**config.mk**
```make
export PLATFORM = sky130hd
export DESIGN_NAME = pingpang_packer
export DESIGN_NICKNAME = d
export VERILOG_FILES = /design/src/rtl/pingpang_packer.sv
export SDC_FILE = /design/constraint.sdc
export NUM_CORES = 1
export LEC_CHECK = 0
export ABC_CLOCK_PERIOD_IN_PS = 3750
export BUFFER_PORTS_ARGS = -buffer_cell sky130_fd_sc_hd__buf_2
export CAP_MARGIN = 20
export CORE_MARGIN = 2
export CORE_UTILIZATION = 30
export DETAILED_ROUTE_END_ITERATION = 7
export SLEW_MARGIN = 20
export SYNTH_ARGS = -nofsm -noshare
export SYNTH_HDL_FRONTEND = slang
export SYNTH_SLANG_ARGS = --single-unit
```
**constraint.sdc**
```tcl
create_clock -name clk -period 3.75 [get_ports clk]
set_clock_uncertainty 0.05 [all_clocks]
set_input_delay 0.75 -clock clk [delete_from_list [all_inputs] [get_ports clk]]
set_output_delay 0.75 -clock clk [all_outputs]
set_load 0.005 [all_outputs]
```
**src/rtl/pingpang_packer.sv**
```systemverilog
// -----------------------------------------------------------------------------
// pingpang_packer
//   Packs a stream of 32-bit words into 128-bit words using two ping-pong
//   buffers. The write side fills one buffer while the read side drains the
//   other, so with dout_ready held high the input never stalls.
//
//   Handshake rule (both sides): a transfer happens on a rising clk edge
//   where valid && ready are both high. valid never depends on ready.
//   din_ready and dout/dout_valid are combinational from registered state.
//
// Ports
//   clk        in   1    system clock, rising edge
//   rst_n      in   1    synchronous active-low reset
//   din        in   32   narrow input word
//   din_valid  in   1    din carries a word
//   din_ready  out  1    a word can be accepted this cycle
//   dout       out  128  packed wide word (buffer selected by read pointer)
//   dout_valid out  1    dout holds a complete word
//   dout_ready in   1    downstream accepts dout this cycle
//
// Configuration
//   PINGPANG_MSB_FIRST_EN  defined: first word of a group lands in bits
//                          [127:96]; undefined: first word in bits [31:0].
// -----------------------------------------------------------------------------
module pingpang_packer (
   input  logic         clk,
   input  logic         rst_n,
   input  logic [31:0]  din,
   input  logic         din_valid,
   output logic         din_ready,
   output logic [127:0] dout,
   output logic         dout_valid,
   input  logic         dout_ready
);

   logic [127:0] r_buf0;
   logic [127:0] r_buf1;
   logic [1:0]   r_full;
   logic         r_wr_sel;
   logic         r_rd_sel;
   logic [1:0]   r_wcnt;

   logic         w_accept;
   logic         w_drain;
   logic         w_last;
   logic [1:0]   w_lane;
   logic [1:0]   w_full_nxt;

   assign din_ready  = !r_full[r_wr_sel];
   assign dout       = r_rd_sel ? r_buf1 : r_buf0;
   assign dout_valid = r_full[r_rd_sel];

   assign w_accept = din_valid && din_ready;
   assign w_drain  = dout_valid && dout_ready;
   assign w_last   = (r_wcnt == 2'd3);

   // 32-bit lane within the 128-bit buffer that the current word fills.
`ifdef PINGPANG_MSB_FIRST_EN
   assign w_lane = ~r_wcnt;
`else
   assign w_lane = r_wcnt;
`endif

   // Fill and drain can hit the same cycle; they always target different
   // buffers (fill needs its buffer empty, drain needs its buffer full),
   // so applying both updates independently is safe.
   always_comb begin
      w_full_nxt = r_full;
      if (w_drain) begin
         w_full_nxt[r_rd_sel] = 1'b0;
      end
      if (w_accept && w_last) begin
         w_full_nxt[r_wr_sel] = 1'b1;
      end
   end

   always_ff @(posedge clk) begin
      if (!rst_n) begin
         r_buf0   <= '0;
         r_buf1   <= '0;
         r_full   <= 2'b00;
         r_wr_sel <= 1'b0;
         r_rd_sel <= 1'b0;
         r_wcnt   <= 2'd0;
      end else begin
         if (w_accept) begin
            if (!r_wr_sel) begin
               r_buf0[{w_lane, 5'd0} +: 32] <= din;
            end else begin
               r_buf1[{w_lane, 5'd0} +: 32] <= din;
            end
            r_wcnt <= r_wcnt + 2'd1;
            if (w_last) begin
               r_wr_sel <= ~r_wr_sel;
            end
         end
         if (w_drain) begin
            r_rd_sel <= ~r_rd_sel;
         end
         r_full <= w_full_nxt;
      end
   end

endmodule

```
==> results.py <==
metrics = {
    "outcome": {
        "status": "finished clean",
    },
    "setup_path": {
        "worst_r2r_endpoint": "r_buf1[67]",
        "timing.rr.start": "r_wcnt[0]",
        "crit_start": "r_wcnt[0]",
        "worstSetupStartpointType": "flop",
        "end_kind": "flop",
        "worstSetupEndpoint": "r_buf1[67]",
        "rr_worst_depth": 6,
        "worstPathMaxFanout": 19,
        "crit_type": "flop to flop",
        "crit_arrival_ns": 3.19,
        "regToRegSetupSlack_ns": 0.98,
        "cp_data_required_time_ns": 4.18,
    },
    "sta": {
        "finalHoldWorstSlack_ns": 0.400,
        "fmax_mhz": 362,
        "fin_crit_sh_pct": 73.8,
        "setup_tns_ns": 0,
        "slew_violations": 0,
        "setup_viol": 0,
        "final_hold_viol_count": 0,
        "rsz0062_at_grt": "no",
        "period_needed_ns": 2.77,
        "worstMarginPinSlew_ns": 0.869,
        "fin_ws_ns": 0.984,
        "max-slew-margin-rel_pct": 41.9,
    },
    "yosys": {
        "synthMuxAreaShare_pct": 14.1,
        "synthXorXnorAreaFrac_pct": 0,
        "ys_types": 35,
        "synthSimpleGateAreaFrac_pct": 15.1,
        "synth_compound_area_share_pct": 15.8,
        "ys_seq_elements": 262,
        "syn_area_per_cell_um2": 9.39,
        "synth_area_mm2": 0.0105,
        "ys_seq_area_share_pct": 50.0,
        "syn-num-nets": 1159,
        "yosysWarnings": 0,
        "synth_top_family_by_area": "compound AO/OA/AOI/OAI gates",
        "synthCells": 1117,
        "synthAdderAreaFrac_pct": 0.716,
    },
    "global_route": {
        "grt_pass1_vias": 8634,
        "grt_util_all_layers_pct": 17.6,
        "grt_antenna_before_repair": 3,
        "grt-ovfl-total": 0,
        "grt_max_degree": 122,
        "grt_pass1_wl_mm": 50.6,
    },
    "floorplanning": {
        "start_util_pct": 30.4,
        "io_pins": 166,
        "die_area_mm2": 0.0365,
        "rows": 68,
        "dieHeight_um": 191,
        "fp.dieW_um": 191,
        "core_area_mm2": 0.0345,
    },
    "placed_design": {
        "pre_cts_ws_ns": 0.982,
        "dp_hpwl_mm": 21.2,
        "dp_cells": 1653,
        "gp_congestion": 0.767,
        "portBuffers": 165,
    },
    "pwr": {
        "ir_drop_mv": 0.302,
        "leakage_uw": 0.00503,
        "power_density_mw_per_mm2": 471,
    },
    "clocking": {
        "cts_tree": "built",
        "numCtsBuffers": 29,
        "ctsHoldBuffers": 0,
        "cts_setup_buffers": 0,
        "ctsResizeCount": 0,
        "path_clk_slew_ns": 0.06,
        "cts.sinks": 262,
        "clockRootBuffer": "clkbuf_16",
        "max-clock-path-buffers": 3,
        "htree_num_levels": 1,
        "insertion_delay_ns": 0.53,
    },
    "detailed_routing": {
        "wl_mm": 32.8,
        "dr_total_vias": 8831,
        "drc": 0,
        "dr.pass1.iters": 5,
        "avgViaCountPerCell": 5.18,
        "dr.first_iter.drc_count": 441,
        "ant_nets": 0,
        "wl_per_cell_um": 19.3,
    },
    "min_path": {
        "holdPathStages": 2,
        "hp-class": "primary input to flop",
    },
    "finish": {
        "syn_to_final_growth_pct": 20.4,
        "nets": 1271,
        "final_layout_size_suffix_gt1_share_pct": 29.5,
        "fillers": 3493,
        "fin_util_pct": 36.6,
        "final_cells": 1705,
    },
    "run": {
        "drv_cap": 0,
    },
}
==> flip-flops by register name, summed over array words and instances, names as in the netlist <==
| register | flops |
|---|---|
| r_buf0 | 128 |
| r_buf1 | 128 |
| r_full | 2 |
| r_rd_sel | 1 |
| r_wcnt | 2 |
| r_wr_sel | 1 |
==> per-layer routing <==
metal | GRT usage [%] | part of all wire (%) | wire, um
met2 | 27.3 | 45 | 14800
met1 | 24.8 | 47 | 15400
met4 | 5.01 | 2.2 | 707
met5 | 0 | 0.040 | 13
met3 | 3.51 | 5.9 | 1930
==> power by group <==
part	switching [uW]	leakage [uW]	internal, uW	total [uW]
Sequential	15.7	0.00211	2810	2820
Clock	1130	0.000459	1660	2790
Combinational	242	0.00245	98.2	340
Total	1390	0.00503	4560	5950
==> worst max-delay path, stage by stage (launching register included) <==
cell,delay (ns)
dfxtp_1,0.51
inv_1,0.15
ha_1,0.46
or3b_1,0.46
nor3_4,0.55
buf_4,0.35
a22o_1,0.17
==> worst min-delay path by stage <==
| stage | start | to | slack, ns |
|---|---|---|---|
| detailed placement | r_buf0[50] | r_buf0[50] | 0.39 |
| global placement | r_buf0[126] | r_buf0[126] | 0.39 |
| floorplan | r_buf1[108] | r_buf1[108] | 0.38 |
| CTS | dout_ready | r_rd_sel | 0.38 |
| global route | dout_ready | r_rd_sel | 0.42 |
| finish | dout_ready | r_rd_sel | 0.40 |
==> layout make-up <==
type	instances	area (um2)	area share [%]
multi-input combinational	746	4830	38.2
inverter	4	15.0	0.119
tap	455	569	4.51
clock buffer	44	872	6.91
clock inverter	7	65.1	0.515
timing repair buffer	186	1030	8.14
antenna	1	2.50	0.0198
sequential	262	5250	41.6
==> cells in the mapped netlist <==
master     instances  area share [%]
and4b_1            2            0.19
o22ai_1           64             3.8
o21ai_1           13            0.62
nor3b_2            1            0.12
clkinv_1           1           0.036
and3_1             2            0.12
buf_2             16            0.76
mux2i_1            3            0.29
ha_1               6            0.72
mux2_2           129              14
a22o_1            64             5.3
nor3_2             1           0.095
dfxtp_1          262              50
or3b_1             1           0.084
nand2b_1           1           0.060
a21oi_1           39             1.9
nor4b_2            1            0.14
a31oi_1            2            0.12
nor2_1             2           0.072
nand4b_1           3            0.25
nand4bb_1          2            0.21
nor2b_1            1           0.060
buf_4              3            0.21
and3b_1            1           0.084
o21ai_0           81             3.9
clkbuf_1          82             2.9
and4bb_2           1            0.12
nor4bb_1           3            0.29
nor4_4             1            0.20
inv_1              3            0.11
a311oi_1           1           0.084
a2bb2oi_1          1           0.084
buf_1              4            0.14
nand3_1          131             6.3
nand2_1          189             6.8
==> stage by stage <==
step	power, uW	cell area (um2)
floorplan	3060	10500
global placement	3220	11700
detailed placement	3230	11700
CTS	6040	12600
global route	6170	12600
finish	5950	12600
==> cells in the final DEF, fill, tap and decap left out, types with 2 or more instances in the layout <==
cell type     n
nor4bb_1      3
o21ai_0      81
mux2_2      129
dfxtp_1     261
clkbuf_16    29
and4b_1       2
nand4b_1      3
mux2i_1       3
nand2_1     189
and3_1        2
clkinv_2      4
a31oi_2       2
clkbuf_8      9
clkbuf_1      6
clkinvlp_4    2
nor2_1        2
buf_2       164
o21ai_1      13
nand3_1     131
ha_1          6
nand4bb_1     2
o22ai_1      64
buf_12        3
a21oi_1      39
a22o_1       64
inv_1         3
buf_4        18
==> kinds of logic (layout without fill, tap and decap cells) <==
family,after synthesis,in the layout
other,0,1
and+or+nand+nor,343,343
DFF,262,262
muxes,132,132
buffers and inverters,109,241
AOI/OAI and AO/OA,265,265
adders and majority gates,6,6
Note: power is estimated with default switching activity, not from simulation.
